<file path="src/rtl/decoder_pkg.sv">
// Shared definitions for the N-to-2^N decoder family: mode encodings, FSM
// states and the index-to-line-vector helper used by every decode path.
package decoder_pkg;

    localparam logic [1:0] MODE_DIRECT = 2'b00;
    localparam logic [1:0] MODE_PULSE  = 2'b01;
    localparam logic [1:0] MODE_SCAN   = 2'b10;

    // Widest select the helper supports; instances must use SEL_W < MAX_SEL_W.
    localparam int MAX_SEL_W = 10;
    localparam int MAX_OUT_W = 1 << MAX_SEL_W;

    typedef enum logic [1:0] {
        ST_IDLE,
        ST_DIRECT,
        ST_PULSE,
        ST_SCAN
    } dec_state_t;

    // Reserved encoding 11 behaves as direct decode.
    function automatic dec_state_t mode_state(input logic [1:0] mode);
        case (mode)
            MODE_PULSE: return ST_PULSE;
            MODE_SCAN:  return ST_SCAN;
            default:    return ST_DIRECT;
        endcase
    endfunction

    function automatic logic [MAX_OUT_W-1:0] onehot_line(
        input logic [MAX_SEL_W-1:0] idx,
        input logic                 active_low
    );
        logic [MAX_OUT_W-1:0] v;
        v      = {MAX_OUT_W{active_low}};
        v[idx] = ~active_low;
        return v;
    endfunction

endpackage

</file>
<file path="src/rtl/decoder_nxm_core.sv">
// Combinational index + enable + polarity to line vector; when disabled the
// vector is the idle pattern, so the result is always one-hot or idle.
module decoder_nxm_core
    import decoder_pkg::*;
#(
    parameter int SEL_W      = 2,
    parameter bit ACTIVE_LOW = 1'b1
) (
    input  logic [SEL_W-1:0]      idx,
    input  logic                  en,
    output logic [(2**SEL_W)-1:0] line
);

    localparam int OUT_W = 2**SEL_W;

    logic [MAX_OUT_W-1:0]     full_line;
    logic [MAX_OUT_W-1:OUT_W] unused_hi;

    always_comb begin
        full_line = onehot_line(MAX_SEL_W'(idx), ACTIVE_LOW);
        line      = en ? full_line[OUT_W-1:0] : {OUT_W{ACTIVE_LOW}};
    end

    assign unused_hi = full_line[MAX_OUT_W-1:OUT_W];

endmodule

</file>
<file path="src/rtl/decoder_nxm_scan.sv">
// Registered N-to-2^N decoder with direct, pulse and scan modes. The FSM
// decides which line (if any) to assert next; all outputs come from flops.
module decoder_nxm_scan
    import decoder_pkg::*;
#(
    parameter int SEL_W      = 2,
    parameter bit ACTIVE_LOW = 1'b1,
    parameter int DWELL_W    = 8
) (
    input  logic                  clk,
    input  logic                  rst_n,
    input  logic                  enable,
    input  logic [1:0]            mode,
    input  logic [SEL_W-1:0]      sel,
    input  logic                  sel_valid,
    input  logic [DWELL_W-1:0]    dwell,
    output logic [(2**SEL_W)-1:0] D,
    output logic [SEL_W-1:0]      cur_idx,
    output logic                  busy,
    output logic                  wrap
);

    localparam int               OUT_W  = 2**SEL_W;
    localparam logic [OUT_W-1:0] IDLE_V = {OUT_W{ACTIVE_LOW}};

    dec_state_t         state_q, state_d;
    logic [DWELL_W-1:0] dwell_cnt_q, dwell_cnt_d;
    logic [SEL_W-1:0]   scan_idx_q, scan_idx_d;
    logic [OUT_W-1:0]   d_q, d_d;
    logic [SEL_W-1:0]   cur_idx_q, cur_idx_d;
    logic               busy_q, busy_d;
    logic               wrap_q, wrap_d;

    logic               line_en;
    logic [SEL_W-1:0]   line_idx;

    always_comb begin
        state_d     = ST_IDLE;
        dwell_cnt_d = '0;
        scan_idx_d  = '0;
        line_en     = 1'b0;
        line_idx    = '0;
        busy_d      = 1'b0;
        wrap_d      = 1'b0;

        if (enable) begin
            // The target state is taken straight from mode, so a mode change
            // lands on the very next edge with the new behaviour.
            state_d = mode_state(mode);
            case (state_d)
                ST_PULSE: begin
                    line_en  = sel_valid;
                    line_idx = sel_valid ? sel : '0;
                    busy_d   = sel_valid;
                end
                ST_SCAN: begin
                    line_en = 1'b1;
                    busy_d  = 1'b1;
                    if (state_q != ST_SCAN) begin
                        scan_idx_d  = '0;
                        dwell_cnt_d = dwell;
                    end else if (dwell_cnt_q == '0) begin
                        scan_idx_d  = scan_idx_q + 1'b1;
                        dwell_cnt_d = dwell;
                        wrap_d      = &scan_idx_q;
                    end else begin
                        scan_idx_d  = scan_idx_q;
                        dwell_cnt_d = dwell_cnt_q - DWELL_W'(1);
                    end
                    line_idx = scan_idx_d;
                end
                default: begin
                    line_en  = 1'b1;
                    line_idx = sel;
                end
            endcase
        end

        cur_idx_d = line_idx;
    end

    decoder_nxm_core #(
        .SEL_W      (SEL_W),
        .ACTIVE_LOW (ACTIVE_LOW)
    ) u_core (
        .idx  (line_idx),
        .en   (line_en),
        .line (d_d)
    );

    always_ff @(posedge clk or negedge rst_n) begin
        if (!rst_n) begin
            state_q     <= ST_IDLE;
            dwell_cnt_q <= '0;
            scan_idx_q  <= '0;
            d_q         <= IDLE_V;
            cur_idx_q   <= '0;
            busy_q      <= 1'b0;
            wrap_q      <= 1'b0;
        end else begin
            state_q     <= state_d;
            dwell_cnt_q <= dwell_cnt_d;
            scan_idx_q  <= scan_idx_d;
            d_q         <= d_d;
            cur_idx_q   <= cur_idx_d;
            busy_q      <= busy_d;
            wrap_q      <= wrap_d;
        end
    end

    assign D       = d_q;
    assign cur_idx = cur_idx_q;
    assign busy    = busy_q;
    assign wrap    = wrap_q;

endmodule

</file>
<file path="config.mk">
export PLATFORM = sky130hd
export DESIGN_NAME = decoder_nxm_scan
export DESIGN_NICKNAME = d
export VERILOG_FILES = /design/src/rtl/decoder_pkg.sv /design/src/rtl/decoder_nxm_core.sv /design/src/rtl/decoder_nxm_scan.sv
export SDC_FILE = /design/constraint.sdc
export NUM_CORES = 1
export LEC_CHECK = 0
export CORE_MARGIN = 5
export CORE_UTILIZATION = 43
export DETAILED_ROUTE_END_ITERATION = 6
export PLACE_DENSITY = 0.8
export SLEW_MARGIN = 25
export SYNTH_ARGS = -nofsm -noshare
export SYNTH_HDL_FRONTEND = slang
export SYNTH_SLANG_ARGS = --single-unit
</file>
<file path="constraint.sdc">
create_clock -name clk -period 1.95 [get_ports clk]
set_clock_uncertainty 0.05 [all_clocks]
set_input_delay 0.2925 -clock clk [delete_from_list [all_inputs] [get_ports clk]]
set_output_delay 0.2925 -clock clk [all_outputs]
set_load 0.005 [all_outputs]
</file>
# --- Yosys cells after proc, flatten, opt, wreduce, memory -nomap -nowiden ---
# Cells that the tools add are included.
word_totals:
  in_bits: 16
  reg_bits: 20
  output_inout_bits: 8
classes:
  muxes: 25
  addsub: 2
  magnitude_cmp: 2
  reduce_logical: 3
  n_eq_ne: 5
  n_bitwise: 1
ops:
  columns: ["op", "n"]
  rows:
  - ["$mux 8", 4]
  - ["$mux 2", 8]
  - ["$lt 2x11->1 const B", 1]
  - ["$logic_not 8->1", 1]
  - ["$mux 1", 8]
  - ["$pmux 2 s2", 2]
  - ["$sub 8x1->8 const B", 1]
  - ["$eq 2x2->1 const B", 3]
  - ["$mux 4", 1]
  - ["$not 4->4", 1]
  - ["$add 2x1->2 const B", 1]
  - ["$demux 1 s2", 1]
  - ["$eq 2x1->1 const B", 1]
  - ["$ge 2x1->1 const B", 1]
  - ["$ne 2x2->1 const B", 1]
  - ["$pmux 1 s2", 1]
  - ["$reduce_and 2->1", 1]
  - ["$logic_and 1x1->1", 1]

# --- Logic depth before layout (Yosys ltp) ---
depth:
  word_depth: 12
  ltp_mapped: 7

# --- Hierarchy ---
# A second synthesis with hierarchy kept.
unflattened:
  hier_cells: 86
  area_unflattened_um2: 955.9
by_module_without_submodules:
  columns: ["module", "cells_each", "area_per_inst_um2", "instances", "seq_area_each_um2"]
  rows:
  - ["decoder_nxm_scan", 82, 927.1, 1, 505.5]
  - ["decoder_nxm_core", 4, 28.8, 1, 0.0]

# --- Least setup slack after synthesis ---
# No wires, ideal clock.
synth_path:
  path_kind: "register -> register"
  startpoint: "register dwell_cnt_q[0]"
  endpoint: "register d_q[3], in the netlist D[3]"
  arrival_ns: 1.737
  setup_slack_ns: 0.091
  path_stages_with_launch: 7
  n_path_buf: 0
  path_cell_list: "dfrtp_1 inv_1 ha_1 or4b_4 o2111a_1 o31a_1 o21ai_1"
synth_between:
  elab_chain_cells: 11
synth_lines:
  columns: ["element", "line", "rtl"]
  rows:
  - ["from (decl)", "decoder_nxm_scan.sv:27", "logic [DWELL_W-1:0] dwell_cnt_q, dwell_cnt_d;"]
  - ["from (signal assigned)", "decoder_nxm_scan.sv:102", "dwell_cnt_q <= dwell_cnt_d;"]
  - ["$logic_not 8->1 (*)", "decoder_nxm_scan.sv:62", "end else if (dwell_cnt_q == '0) begin"]
  - ["$mux 2 (*)", "decoder_nxm_scan.sv:62", null]
  - ["$mux 2 (*)", "decoder_nxm_scan.sv:59", "if (state_q != ST_SCAN) begin"]
  - ["$pmux 2 s2 (*)", "decoder_nxm_scan.sv:50", "case (state_d)"]
  - ["$mux 2 (*)", "decoder_nxm_scan.sv:46", "if (enable) begin"]
  - ["$lt 2x11->1 (implied by the code) / $ge 2x1->1 (equally long branches)", "decoder_pkg.sv:35", "v[idx] = ~active_low;"]
  - ["$logic_and 1x1->1 (implied by the code)", "decoder_pkg.sv:35", null]
  - ["$mux 1 (implied by the code)", "decoder_pkg.sv:35", null]
  - ["$demux 1 s2 (*)", null, null]
  - ["$not 4->4 (no source line) (*)", null, null]
  - ["$mux 4 (*)", "decoder_nxm_core.sv:21", "line = en ? full_line[OUT_W-1:0] : {OUT_W{ACTIVE_LOW}};"]
  - ["via d_d[3]", "decoder_nxm_scan.sv:29", "logic [OUT_W-1:0] d_q, d_d;"]
  - ["to (signal assigned)", "decoder_nxm_scan.sv:96", "d_q <= IDLE_V;"]
  - ["to (signal assigned)", "decoder_nxm_scan.sv:104", "d_q <= d_d;"]
  - ["to (decl)", "decoder_nxm_scan.sv:29", null]
# The timed path passes the listed nets; every way through them passes the cells marked *.

# --- Worst setup path in the final report ---
# Same ends and word-level chain as after synthesis.

==> run summary <==
Clock transition at path regs - 0.11 ns
final setup violation count - 0
Synth Register Bits - 20
CP Launch Type - flop
total die area - 0.00343 mm²
area leader, netlist - dfrtp_1
Post-DRT Antenna Nets - 0
Total GRT Usage - 14.1%
n_diodes - 0
syn avg cell area - 10.0 µm²
CTS tree - yes
drt total wl - 2150 µm
Pre-antenna DRT Iters - 4
# fillers - 198
critical-path maximum fanout - 3
met2 WL - 1030 µm
synth top area cells - dfrtp_1, dfstp_2, ha_1, nor2_1, a211oi_1
drc violations - 0
vias in the first global route - 831
drt initial violations - 15
initial core utilization - 45.4%
Slew @ Worst Pin - 0.462 ns
Die X - 58.6 µm
row count - 17
first-pass GRT wire length - 3680 µm
Die Y - 58.6 µm
largest net degree at the start of global routing - 21
initial antenna violation count - 0
WHS - 0.271 ns
RR Endpoint - D[3]
Final #Nets - 157
Pwr Density - 584 mW/mm²
FF-to-FF setup slack - 0.07 ns
CP Data Required Time - 2.14 ns
top cell type's share of synthesized area - 39.5%
wire length on met3 - 84 µm
# IOs - 24
H-Tree Depth - 1
Slew Limit Fails - 0
Inst Count DP - 158
Leak Pwr - 0.000644 µW
slew margin rel. - 69.0%
RePlAce Congestion - 0.802
CP Launch Point - dwell_cnt_q[0]
post-synthesis sequential area ratio - 49.9%
Post-Syn Instances - 101
Synth cell types - 32
vias per cell - 5.08
synthesized area - 0.00101 mm²
Routed WL per cell - 13.1 µm
Area Growth Syn to Fin - 36.0%
Syn Nets - 121
CTS root buffer - clkbuf_4
Hold Fails Final Rpt - 0
Post-Route Utilization - 61.7%
commonest non-fill, non-tap cells in the layout - clkdlybuf4s50_1, dfrtp_1, nor2_1, nand2_1, buf_4
period utilization - 96.2%
maximum vdd drop - 0.362 mV
layout cells sized above 1 - 14.7%
Critical Path End - D[3]
clock latency on the worst-skew pair - 0.30 ns
CP endpoint kind - flop
detailed placer's ending HPWL - 1660 µm
WP data arrival - 2.06 ns
Ys Warns - 0
Period minus WS final - 1.88 ns
Worst Hold Class - primary input to asynchronous set/reset pin
floorplan core area - 0.00223 mm²
fin cells - 164
commonest non-fill, non-tap cell in the layout - clkdlybuf4s50_1
status - complete, no violations
grt ovf - 0
Max clock buf depth - 2
wire length on met1 - 982 µm
cts bufs inserted - 3
Clock Sinks - 20
max-cap viol count - 0
FF-to-FF Start - dwell_cnt_q[0]
IO buf count - 23
Reg2Reg Depth - 6
top sig layer - met4
CP Class - flop to flop
Fmax - 533 MHz
Vias - 833
-- cells in the mapped netlist --
cell,instances
inv_1,7
dfrtp_1,16
xor2_1,3
a211oi_1,6
a21oi_1,5
nand3_1,3
and3b_1,1
o31a_1,1
nor4b_2,1
a21boi_0,1
dfstp_2,4
nor2_1,13
and4_1,1
o21ai_1,2
mux2i_1,1
nor3b_1,1
o211ai_1,1
buf_2,1
nor2b_1,4
xnor2_1,3
nor3_2,1
or4b_4,1
nand4_1,2
ha_1,4
o2111a_1,1
nand2_1,9
a21o_1,1
a311oi_1,1
and2_1,1
and3_1,1
nor3_1,3
or3_1,1
-- layer usage --
| metal | up-vias | track usage (%) |
|---|---|---|
| met5 | - | 0 |
| met4 | 0 | 8.94 |
| met3 | 5 | 1.54 |
| met2 | 18 | 24.1 |
| met1 | 381 | 16.7 |
| li1 | 429 | - |
-- worst min-delay path by stage --
stage / from / end / cells after the start
finish: rst_n / busy / 2
global route: rst_n / busy / 2
global placement: state_q[1] / scan_idx_q[0] / 2
CTS: rst_n / state_q[1] / 2
detailed placement: dwell_cnt_q[4] / dwell_cnt_q[4] / 2
floorplan: rst_n / busy / 0
-- power by group --
group	total [µW]	switching [µW]	leakage, µW	internal (µW)
clock	206	126	0.0000150	79.9
combinational	158	69.6	0.000370	88.6
sequential	441	9.18	0.000259	432
-- final cells by class --
cell class / instances / area [µm²] / share of cell area (%)
clock buffers: 4 / 26.3 / 1.91
inverters: 7 / 26.3 / 1.91
multi-input cells: 73 / 488 / 35.4
flip-flops and latches: 20 / 505 / 36.7
well taps: 28 / 35.0 / 2.54
repair buffers: 32 / 298 / 21.6
-- critical path, stage by stage, from the launching register on --
cell	delay, ns
dfrtp_1	0.39
inv_1	0.09
ha_2	0.18
or4b_4	0.47
o2111a_1	0.29
o31a_1	0.26
o21ai_1	0.09
-- through the flow --
| stage | setup slack [ns] | total power [µW] | instance area [µm²] | TNS [ns] |
|---|---|---|---|---|
| after floorplan | 0.0911 | 520 | 1010 | 0 |
| after global placement | 0.00332 | 595 | 1330 | 0 |
| after detailed placement | -0.0869 | 600 | 1330 | -0.336 |
| after CTS | 0.0119 | 802 | 1350 | 0 |
| after global routing | -0.00267 | 851 | 1380 | -0.00408 |
| final | 0.0743 | 805 | 1380 | 0 |
-- state kept, by name (all words and copies together) (netlist names) --
name / count
state_q: 2
dwell_cnt_q: 8
cur_idx: 2
busy: 1
scan_idx_q: 2
wrap: 1
D: 4
-- what timing repair did --
item,in CTS,in global routing
endpoints found under the setup margin,3,6
hold buffers,0,0
setup buffers,0,2
resized for setup,0,2
endpoints found under the hold margin,0,0
pin swaps,2,2
-- cell families after synthesis --
family                     Yosys count  share of synthesized area [%]
muxes                                1                          0.988
AOI/OAI and AO/OA                   19                           13.0
DFF                                 20                           49.9
adders and majority gates            4                           4.94
and+or+nand+nor                     43                           23.0
buffers and inverters                8                           3.09
xor gates and xnor gates             6                           5.19
Note: power is estimated with default switching activity, not from simulation.
